<file path="config.mk">
export PLATFORM = sky130hd
export DESIGN_NAME = stopwatch_ctrl_flat
export DESIGN_NICKNAME = d
export VERILOG_FILES = /design/src/rtl/stopwatch_ctrl_if.sv /design/src/rtl/stopwatch_ctrl.sv /design/src/flat_wrapper.sv
export SDC_FILE = /design/constraint.sdc
export NUM_CORES = 1
export LEC_CHECK = 0
export CORE_MARGIN = 5
export CORE_UTILIZATION = 65
export CTS_BUF_LIST = sky130_fd_sc_hd__clkbuf_4
export CTS_CLUSTER_DIAMETER = 50
export DETAILED_ROUTE_END_ITERATION = 16
export DONT_BUFFER_PORTS = 1
export PLACE_DENSITY = 0.81
export REMOVE_ABC_BUFFERS = 1
export SLEW_MARGIN = 20
export SYNTH_ARGS = -nofsm -noshare
export SYNTH_HDL_FRONTEND = slang
export SYNTH_SLANG_ARGS = --single-unit
export TNS_END_PERCENT = 5
</file>
<file path="constraint.sdc">
create_clock -name clk -period 3 [get_ports clk]
set_input_delay 0.45 -clock clk [delete_from_list [all_inputs] [get_ports clk]]
set_output_delay 0.45 -clock clk [all_outputs]
set_load 0.05 [all_outputs]
</file>
<file path="src/rtl/stopwatch_ctrl_if.sv">
`default_nettype none
// ============================================================================
// Module   : stopwatch_ctrl_if
// Purpose  : Signal bundle between the stopwatch controller, the front-panel
//            buttons, the BCD counter and the 7-segment display driver.
// Revision : 1.0 - initial release
// ============================================================================
interface stopwatch_ctrl_if;
  logic        btn_ss;      // raw start/stop button
  logic        btn_lc;      // raw lap/clear button
  logic [15:0] cnt_bcd;     // counter digits {ones, tenths, hundredths, thousandths}
  logic        count_en_n;  // active-low count strobe
  logic        count_clr;   // synchronous counter clear pulse
  logic [15:0] disp_bcd;    // digits to the display driver
  logic        running;
  logic        lap_active;
  logic        overflow;

  // Controller side
  modport master (
    input  btn_ss, btn_lc, cnt_bcd,
    output count_en_n, count_clr, disp_bcd, running, lap_active, overflow
  );

  // Board / counter / display side
  modport slave (
    output btn_ss, btn_lc, cnt_bcd,
    input  count_en_n, count_clr, disp_bcd, running, lap_active, overflow
  );
endinterface
`default_nettype wire

</file>
<file path="src/rtl/stopwatch_ctrl.sv">
`default_nettype none
// ============================================================================
// Module   : stopwatch_ctrl
// Purpose  : Control FSM for a 4-digit BCD stopwatch: button debouncing,
//            start/stop/lap/clear sequencing, 1 ms count strobe generation,
//            live/frozen display bus and sticky overflow flag.
// Revision : 1.0 - initial release
// ============================================================================
module stopwatch_ctrl #(
  parameter int CLK_DIV         = 50000,
  parameter int DEBOUNCE_CYCLES = 500000
) (
  input  wire logic        clk,
  input  wire logic        reset,
  stopwatch_ctrl_if.master sw
);

  // Debounce counter only needs to reach DEBOUNCE_CYCLES-1
  localparam int c_DB_W = (DEBOUNCE_CYCLES > 1) ? $clog2(DEBOUNCE_CYCLES) : 1;
  localparam logic [c_DB_W-1:0] c_DB_LAST = c_DB_W'(DEBOUNCE_CYCLES - 1);
  localparam int c_PS_W = $clog2(CLK_DIV);
  localparam logic [c_PS_W-1:0] c_PS_LAST = c_PS_W'(CLK_DIV - 1);

  typedef enum logic [1:0] {
    ST_IDLE   = 2'd0,
    ST_RUN    = 2'd1,
    ST_LAP    = 2'd2,
    ST_PAUSED = 2'd3
  } state_t;

  // --------------------------------------------------------------------------
  // Button conditioning: bit 0 = start/stop, bit 1 = lap/clear
  // --------------------------------------------------------------------------
  logic [1:0] btn_raw;
  logic [1:0] btn_evt;

  assign btn_raw = {sw.btn_lc, sw.btn_ss};

  for (genvar b = 0; b < 2; b++) begin : g_btn
    logic              sync1_q, sync2_q;
    logic              level_q, level_d;
    logic              prev_q;
    logic              evt_q;
    logic [c_DB_W-1:0] cnt_q, cnt_d;

    // Stability counter: level flips after DEBOUNCE_CYCLES differing samples in a row
    always_comb begin
      level_d = level_q;
      cnt_d   = '0;
      if (sync2_q != level_q) begin
        if (cnt_q == c_DB_LAST) begin
          level_d = sync2_q;
        end else begin
          cnt_d = cnt_q + 1'b1;
        end
      end
    end

    // Synchronizer, debounce state and registered rising-edge press pulse
    always_ff @(posedge clk) begin
      if (reset) begin
        sync1_q <= 1'b0;
        sync2_q <= 1'b0;
        level_q <= 1'b0;
        cnt_q   <= '0;
        prev_q  <= 1'b0;
        evt_q   <= 1'b0;
      end else begin
        sync1_q <= btn_raw[b];
        sync2_q <= sync1_q;
        level_q <= level_d;
        cnt_q   <= cnt_d;
        prev_q  <= level_q;
        evt_q   <= level_q & ~prev_q;
      end
    end

    assign btn_evt[b] = evt_q;
  end

  // --------------------------------------------------------------------------
  // Sequencing FSM, prescaler, display and overflow
  // --------------------------------------------------------------------------
  state_t            state_q, state_d;
  logic [c_PS_W-1:0] presc_q, presc_d;
  logic              count_en_n_q;
  logic              count_clr_q, count_clr_d;
  logic [15:0]       disp_q, disp_d;
  logic              running_q, running_d;
  logic              lap_q, lap_d;
  logic              ovf_q, ovf_d;
  logic              tick_d;
  logic              ss_ev, lc_ev;
  logic              counting_q;

  // Start/stop wins when both buttons fire in the same cycle
  assign ss_ev      = btn_evt[0];
  assign lc_ev      = btn_evt[1] & ~btn_evt[0];
  assign counting_q = (state_q == ST_RUN) || (state_q == ST_LAP);

  // Next state plus the registered-output next values
  always_comb begin
    state_d     = state_q;
    count_clr_d = 1'b0;
    ovf_d       = ovf_q;

    case (state_q)
      ST_IDLE: begin
        if (ss_ev) begin
          state_d = ST_RUN;
        end else if (lc_ev) begin
          count_clr_d = 1'b1;
        end
      end
      ST_RUN: begin
        if (ss_ev) begin
          state_d = ST_PAUSED;
        end else if (lc_ev) begin
          state_d = ST_LAP;
        end
      end
      ST_LAP: begin
        if (ss_ev) begin
          state_d = ST_PAUSED;
        end else if (lc_ev) begin
          state_d = ST_RUN;
        end
      end
      ST_PAUSED: begin
        if (ss_ev) begin
          state_d = ST_RUN;
        end else if (lc_ev) begin
          state_d     = ST_IDLE;
          count_clr_d = 1'b1;
        end
      end
      default: state_d = ST_IDLE;
    endcase

    running_d = (state_d == ST_RUN) || (state_d == ST_LAP);
    lap_d     = (state_d == ST_LAP);

    // Prescaler runs while counting, holds in PAUSED so the ms phase survives
    if (state_d == ST_IDLE) begin
      presc_d = '0;
    end else if (counting_q) begin
      presc_d = (presc_q == c_PS_LAST) ? '0 : presc_q + 1'b1;
    end else begin
      presc_d = presc_q;
    end

    // Strobe is low in the cycle whose prescaler value is the last one
    tick_d = running_d && (presc_d == c_PS_LAST);

    // Entering or staying in LAP keeps the current display value frozen
    disp_d = (state_d == ST_LAP) ? disp_q : sw.cnt_bcd;

    if ((state_q == ST_PAUSED) && lc_ev) begin
      ovf_d = 1'b0;
    end else if (!count_en_n_q && (sw.cnt_bcd == 16'h9999)) begin
      ovf_d = 1'b1;
    end
  end

  // State and output registers; counter is held cleared while reset is high
  always_ff @(posedge clk) begin
    if (reset) begin
      state_q      <= ST_IDLE;
      presc_q      <= '0;
      count_en_n_q <= 1'b1;
      count_clr_q  <= 1'b1;
      disp_q       <= '0;
      running_q    <= 1'b0;
      lap_q        <= 1'b0;
      ovf_q        <= 1'b0;
    end else begin
      state_q      <= state_d;
      presc_q      <= presc_d;
      count_en_n_q <= ~tick_d;
      count_clr_q  <= count_clr_d;
      disp_q       <= disp_d;
      running_q    <= running_d;
      lap_q        <= lap_d;
      ovf_q        <= ovf_d;
    end
  end

  assign sw.count_en_n = count_en_n_q;
  assign sw.count_clr  = count_clr_q;
  assign sw.disp_bcd   = disp_q;
  assign sw.running    = running_q;
  assign sw.lap_active = lap_q;
  assign sw.overflow   = ovf_q;

endmodule
`default_nettype wire

</file>
<file path="src/flat_wrapper.sv">
// flat-port wrapper written by rule: the top's interface ports become plain ports
module stopwatch_ctrl_flat 
#(
  parameter int CLK_DIV         = 50000,
  parameter int DEBOUNCE_CYCLES = 500000
)
  (clk, reset, sw_btn_ss, sw_btn_lc, sw_cnt_bcd, sw_count_en_n, sw_count_clr, sw_disp_bcd, sw_running, sw_lap_active, sw_overflow);
  stopwatch_ctrl_if sw_i ();
  input  wire logic clk;
  input  wire logic reset;
  input wire logic [$bits(sw_i.btn_ss)-1:0] sw_btn_ss;
  input wire logic [$bits(sw_i.btn_lc)-1:0] sw_btn_lc;
  input wire logic [$bits(sw_i.cnt_bcd)-1:0] sw_cnt_bcd;
  output wire logic [$bits(sw_i.count_en_n)-1:0] sw_count_en_n;
  output wire logic [$bits(sw_i.count_clr)-1:0] sw_count_clr;
  output wire logic [$bits(sw_i.disp_bcd)-1:0] sw_disp_bcd;
  output wire logic [$bits(sw_i.running)-1:0] sw_running;
  output wire logic [$bits(sw_i.lap_active)-1:0] sw_lap_active;
  output wire logic [$bits(sw_i.overflow)-1:0] sw_overflow;
  assign sw_i.btn_ss = sw_btn_ss;
  assign sw_i.btn_lc = sw_btn_lc;
  assign sw_i.cnt_bcd = sw_cnt_bcd;
  assign sw_count_en_n = sw_i.count_en_n;
  assign sw_count_clr = sw_i.count_clr;
  assign sw_disp_bcd = sw_i.disp_bcd;
  assign sw_running = sw_i.running;
  assign sw_lap_active = sw_i.lap_active;
  assign sw_overflow = sw_i.overflow;
  stopwatch_ctrl #(.CLK_DIV(CLK_DIV), .DEBOUNCE_CYCLES(DEBOUNCE_CYCLES)) u_core (.clk(clk), .reset(reset), .sw(sw_i));
endmodule
</file>
==> flow_summary.rst <==
.. list-table::
   :header-rows: 1

   * - Metric
     - Value
   * - Pwr/cell area
     - roughly 500 nW/um^2
   * - First-pass GRT wire length
     - ~12000 um
   * - Cell variety after synth
     - between 40 and 50
   * - Post-Synthesis Cells
     - approximately 430
   * - Outcome
     - completed
   * - Critical path arrival
     - ~2800 ps
   * - TritonCTS clock tree
     - done
   * - Post-route DRC
     - 0
   * - CP bufs+invs
     - 1
   * - Cell taking the most area after synthesis
     - dfxtp_1
   * - # rows
     - 28
   * - H-tree levels
     - 3
   * - Hold Violations, Final
     - 0
   * - Top cell family by delay on the critical path
     - simple AND/OR/NAND/NOR gates
   * - Number of enable flip-flop cells after synthesis
     - 0
   * - Static leakage power
     - 1.247 nW
   * - Cell chosen for the clock root
     - clkbuf_4
   * - Total number of vias
     - about 2800
   * - Worst Min Path Start
     - reset
   * - Worst path cell trace
     - inv_1 > ha_1 > nand4_1 > nor4_1 > a41oi_1 > nand2b_1 > nor2_1
   * - Number of nets at the end of the flow
     - between 400 and 500
   * - Path class of the lowest-slack min-delay path
     - in2reg
   * - Post-synth top area share
     - 0.4549
   * - Number of inserted filler cells in the final layout
     - 490
   * - Wire length per cell
     - about 14 um
   * - Crit-path max cell delay
     - around 470 ps
   * - GRT Resource Usage Total
     - 0.1978
   * - Prevailing post-synth register cell
     - dfxtp_1
   * - Combinational fraction of design power
     - 0.011
   * - Die Ht
     - 86.75 um
   * - Post-route clock period utilization
     - 0.8192
   * - Core Footprint
     - roughly 5800 um^2
   * - Number of antenna cells inserted
     - 0
   * - Setup crit end kind
     - flop
   * - Longest Clk Path Bufs
     - 2
   * - Top cells by area, synth
     - dfxtp_1, nor2_1, xnor2_1, mux2i_1, xor2_1
   * - Clock sink count
     - 87
   * - Starting density of the core
     - 0.6583
   * - Reported max-cap violation count
     - 0
   * - Cell with the most instances after synthesis
     - nor2_1
   * - Hold bufs inserted after CTS
     - 0
   * - Number of nets with antenna violations after routing
     - 0
   * - Number of failing setup endpoints in the final timing report
     - 0
   * - Worst Max-Slew Pin Slew
     - approximately 620 ps
   * - Headroom to the max-slew limit
     - 0.5840
   * - Timing-limited maximum frequency
     - slightly above 0.4 GHz
   * - Portion of the post-synthesis area used by sequential elements
     - 0.4549
   * - I/O Buffers
     - 0
   * - Critical path data required time
     - between 3000 and 4000 ps
   * - Via count of the first global-routing pass
     - around 2700
   * - Proportion of layout cells with a drive suffix above 1
     - 0.05176
   * - Clk_lat worst skew
     - 440 ps
   * - Iteration-0 DRC Markers
     - ~120
   * - Setup repair after global routing missed its margin
     - false
   * - Number of antenna violations at the first check in global routing
     - 0
   * - Number of gates given a new drive strength after cts
     - 0
   * - Launching element type of the critical path
     - flop
   * - Sum of negative setup slack
     - 0 ps
   * - Sequential power share
     - 0.612
   * - Avg Vias per Cell
     - between 5 and 6
   * - Slowest CP cell
     - nand2b_1
   * - Switch share
     - 0.2379
   * - Internal Pwr Total
     - between 1.5 and 2 mW
   * - GR Overflow Total
     - 0
   * - Launch point of the critical path
     - u_core.state_q[1]
   * - Max Clock Skew
     - about 13 ps
   * - Netlist area before placement
     - ~3800 um^2
   * - Die Outline Area
     - 7526 um^2
   * - Total of warnings raised by yosys
     - 0
   * - Sum of net half-perimeters after detailed placement
     - a little under 5000 um
   * - Die width
     - roughly 87 um
   * - Setup repair bufs after CTS
     - 0
   * - Num CTS Buffers
     - 9
   * - Share of synthesized flip-flops with an asynchronous set or reset
     - 0
   * - Worst-path fanout max
     - 15
   * - Category of the critical setup timing path
     - reg2reg
   * - Max-slew violation count
     - 0
   * - Net switching power
     - about 0.48 mW
   * - Total power of the final layout
     - about 2 mW
   * - Mean instance size in the synthesized netlist
     - between 9 and 10 um^2
   * - Leading cell types by count after synthesis
     - nor2_1, dfxtp_1, xnor2_1
   * - Total Routed Length
     - about 7000 um
   * - Number of register bits inferred by synthesis
     - 87
   * - IR drop worst, VDD
     - 0.3590 mV
   * - Fin crit period
     - 2457 ps
   * - GPL Wtd Cong
     - ~0.94
   * - 1st-pass router iterations
     - 5
   * - Syn-to-layout area delta
     - 3.954%
   * - I/O pins
     - just over 40
   * - Clock-pin transition on the worst setup and hold timing paths
     - about 140 ps
   * - Launch instance of the worst register-to-register path
     - u_core.state_q[1]
   * - Portion of total power attributed to the clock network
     - 0.377
   * - Largest net degree at the start of global routing
     - 35
## power groups by stage
stage               Sequential, mW  Combinational [mW]  Clock (mW)
CTS                           1.22              0.0228       0.763
global route                  1.23              0.0266       0.811
floorplan                     1.25              0.0190           0
detailed placement            1.25              0.0229           0
global placement              1.25              0.0213           0
finish                        1.22              0.0223       0.753
## layout make-up
cell class,instances,area (um^2),area share
multi-input cells,306,1918,0.4819
flip-flops and latches,87,1742,0.4376
clock inverters,7,95.09,0.02389
well taps,75,93.84,0.02358
clock buffers,9,67.56,0.01698
inverters,15,56.30,0.01415
repair buffers,1,7.507,0.001886
## sequential cells by signal, indices dropped and copies added (netlist names)
register              flops
u_core.g_btn.cnt_q       38
u_core.g_btn.evt_q        2
u_core.g_btn.level_q      2
u_core.g_btn.prev_q       2
u_core.g_btn.sync1_q      2
u_core.g_btn.sync2_q      2
u_core.presc_q           16
u_core.state_q            2
u_core.sw.count_clr       1
u_core.sw.count_en_n      1
u_core.sw.disp_bcd       16
u_core.sw.lap_active      1
u_core.sw.overflow        1
u_core.sw.running         1
## cell usage in the layout (no fill, tap or decap), types with 2 or more instances in the layout
cell type  instances
and2_1             2
nand3_1           19
nand2b_1           2
clkbuf_4           9
and4_1             6
xnor2_1           40
or4_1              2
nor4_1             5
inv_1             15
o21ai_0            3
nor2b_1           14
nor4_2             2
nor2_1            94
nor3_1            10
a41oi_1            2
a21oi_1            3
nand4_1           15
and3_1             4
mux2i_1           20
dfxtp_1           87
o31ai_1            2
ha_1               9
a31oi_1            2
bufinv_16          2
or3_1              3
inv_6              2
nand2_1           20
xor2_1            13
clkinv_2           2
nand3b_1           2
## through the flow
stage	hold WS (ps)	instances	area (um^2)	utilization	setup slack, ps
6_report	65.56	500	3980	0.6844	542.5
3_5_place_dp	377.7	484	3817	0.6564	561.5
3_3_place_gp	374.5	484	3817	0.6564	695.0
5_1_grt	32.41	500	3980	0.6844	332.2
4_1_cts	43.66	500	3980	0.6844	533.5
2_1_floorplan	367.4	408	3716	-	824.6
## cells by family (layout without fill, tap and decap cells)
group / count (synthesis) / count (layout) / share of synthesized area
fa+ha+maj: 9 / 9 / 0.02941
xor+xnor: 53 / 53 / 0.1212
compound gates: 18 / 18 / 0.03235
mux: 20 / 20 / 0.05229
simple gates: 206 / 206 / 0.2657
flops: 87 / 87 / 0.4549
buf+inv: 32 / 32 / 0.04412
## path summary, 6_finish.rpt
path / end / cells past startpoint / slack, ps
worst min-delay path: u_core.sw.disp_bcd[11] / 1 / 70
worst min register to register: u_core.g_btn[0].evt_q / 1 / 390
worst max-delay path: u_core.presc_q[5] / 7 / 540
worst max register to register: u_core.presc_q[5] / 7 / 540
## routing by layer
layer	track usage	vias up	part of all wire
met1	0.2473	1259	0.44
met2	0.3289	97	0.48
met3	0.03422	17	0.060
met4	0.09632	0	0.022
li1	-	1423	-
met5	0	-	0
Note: power is estimated with default switching activity, not from simulation.
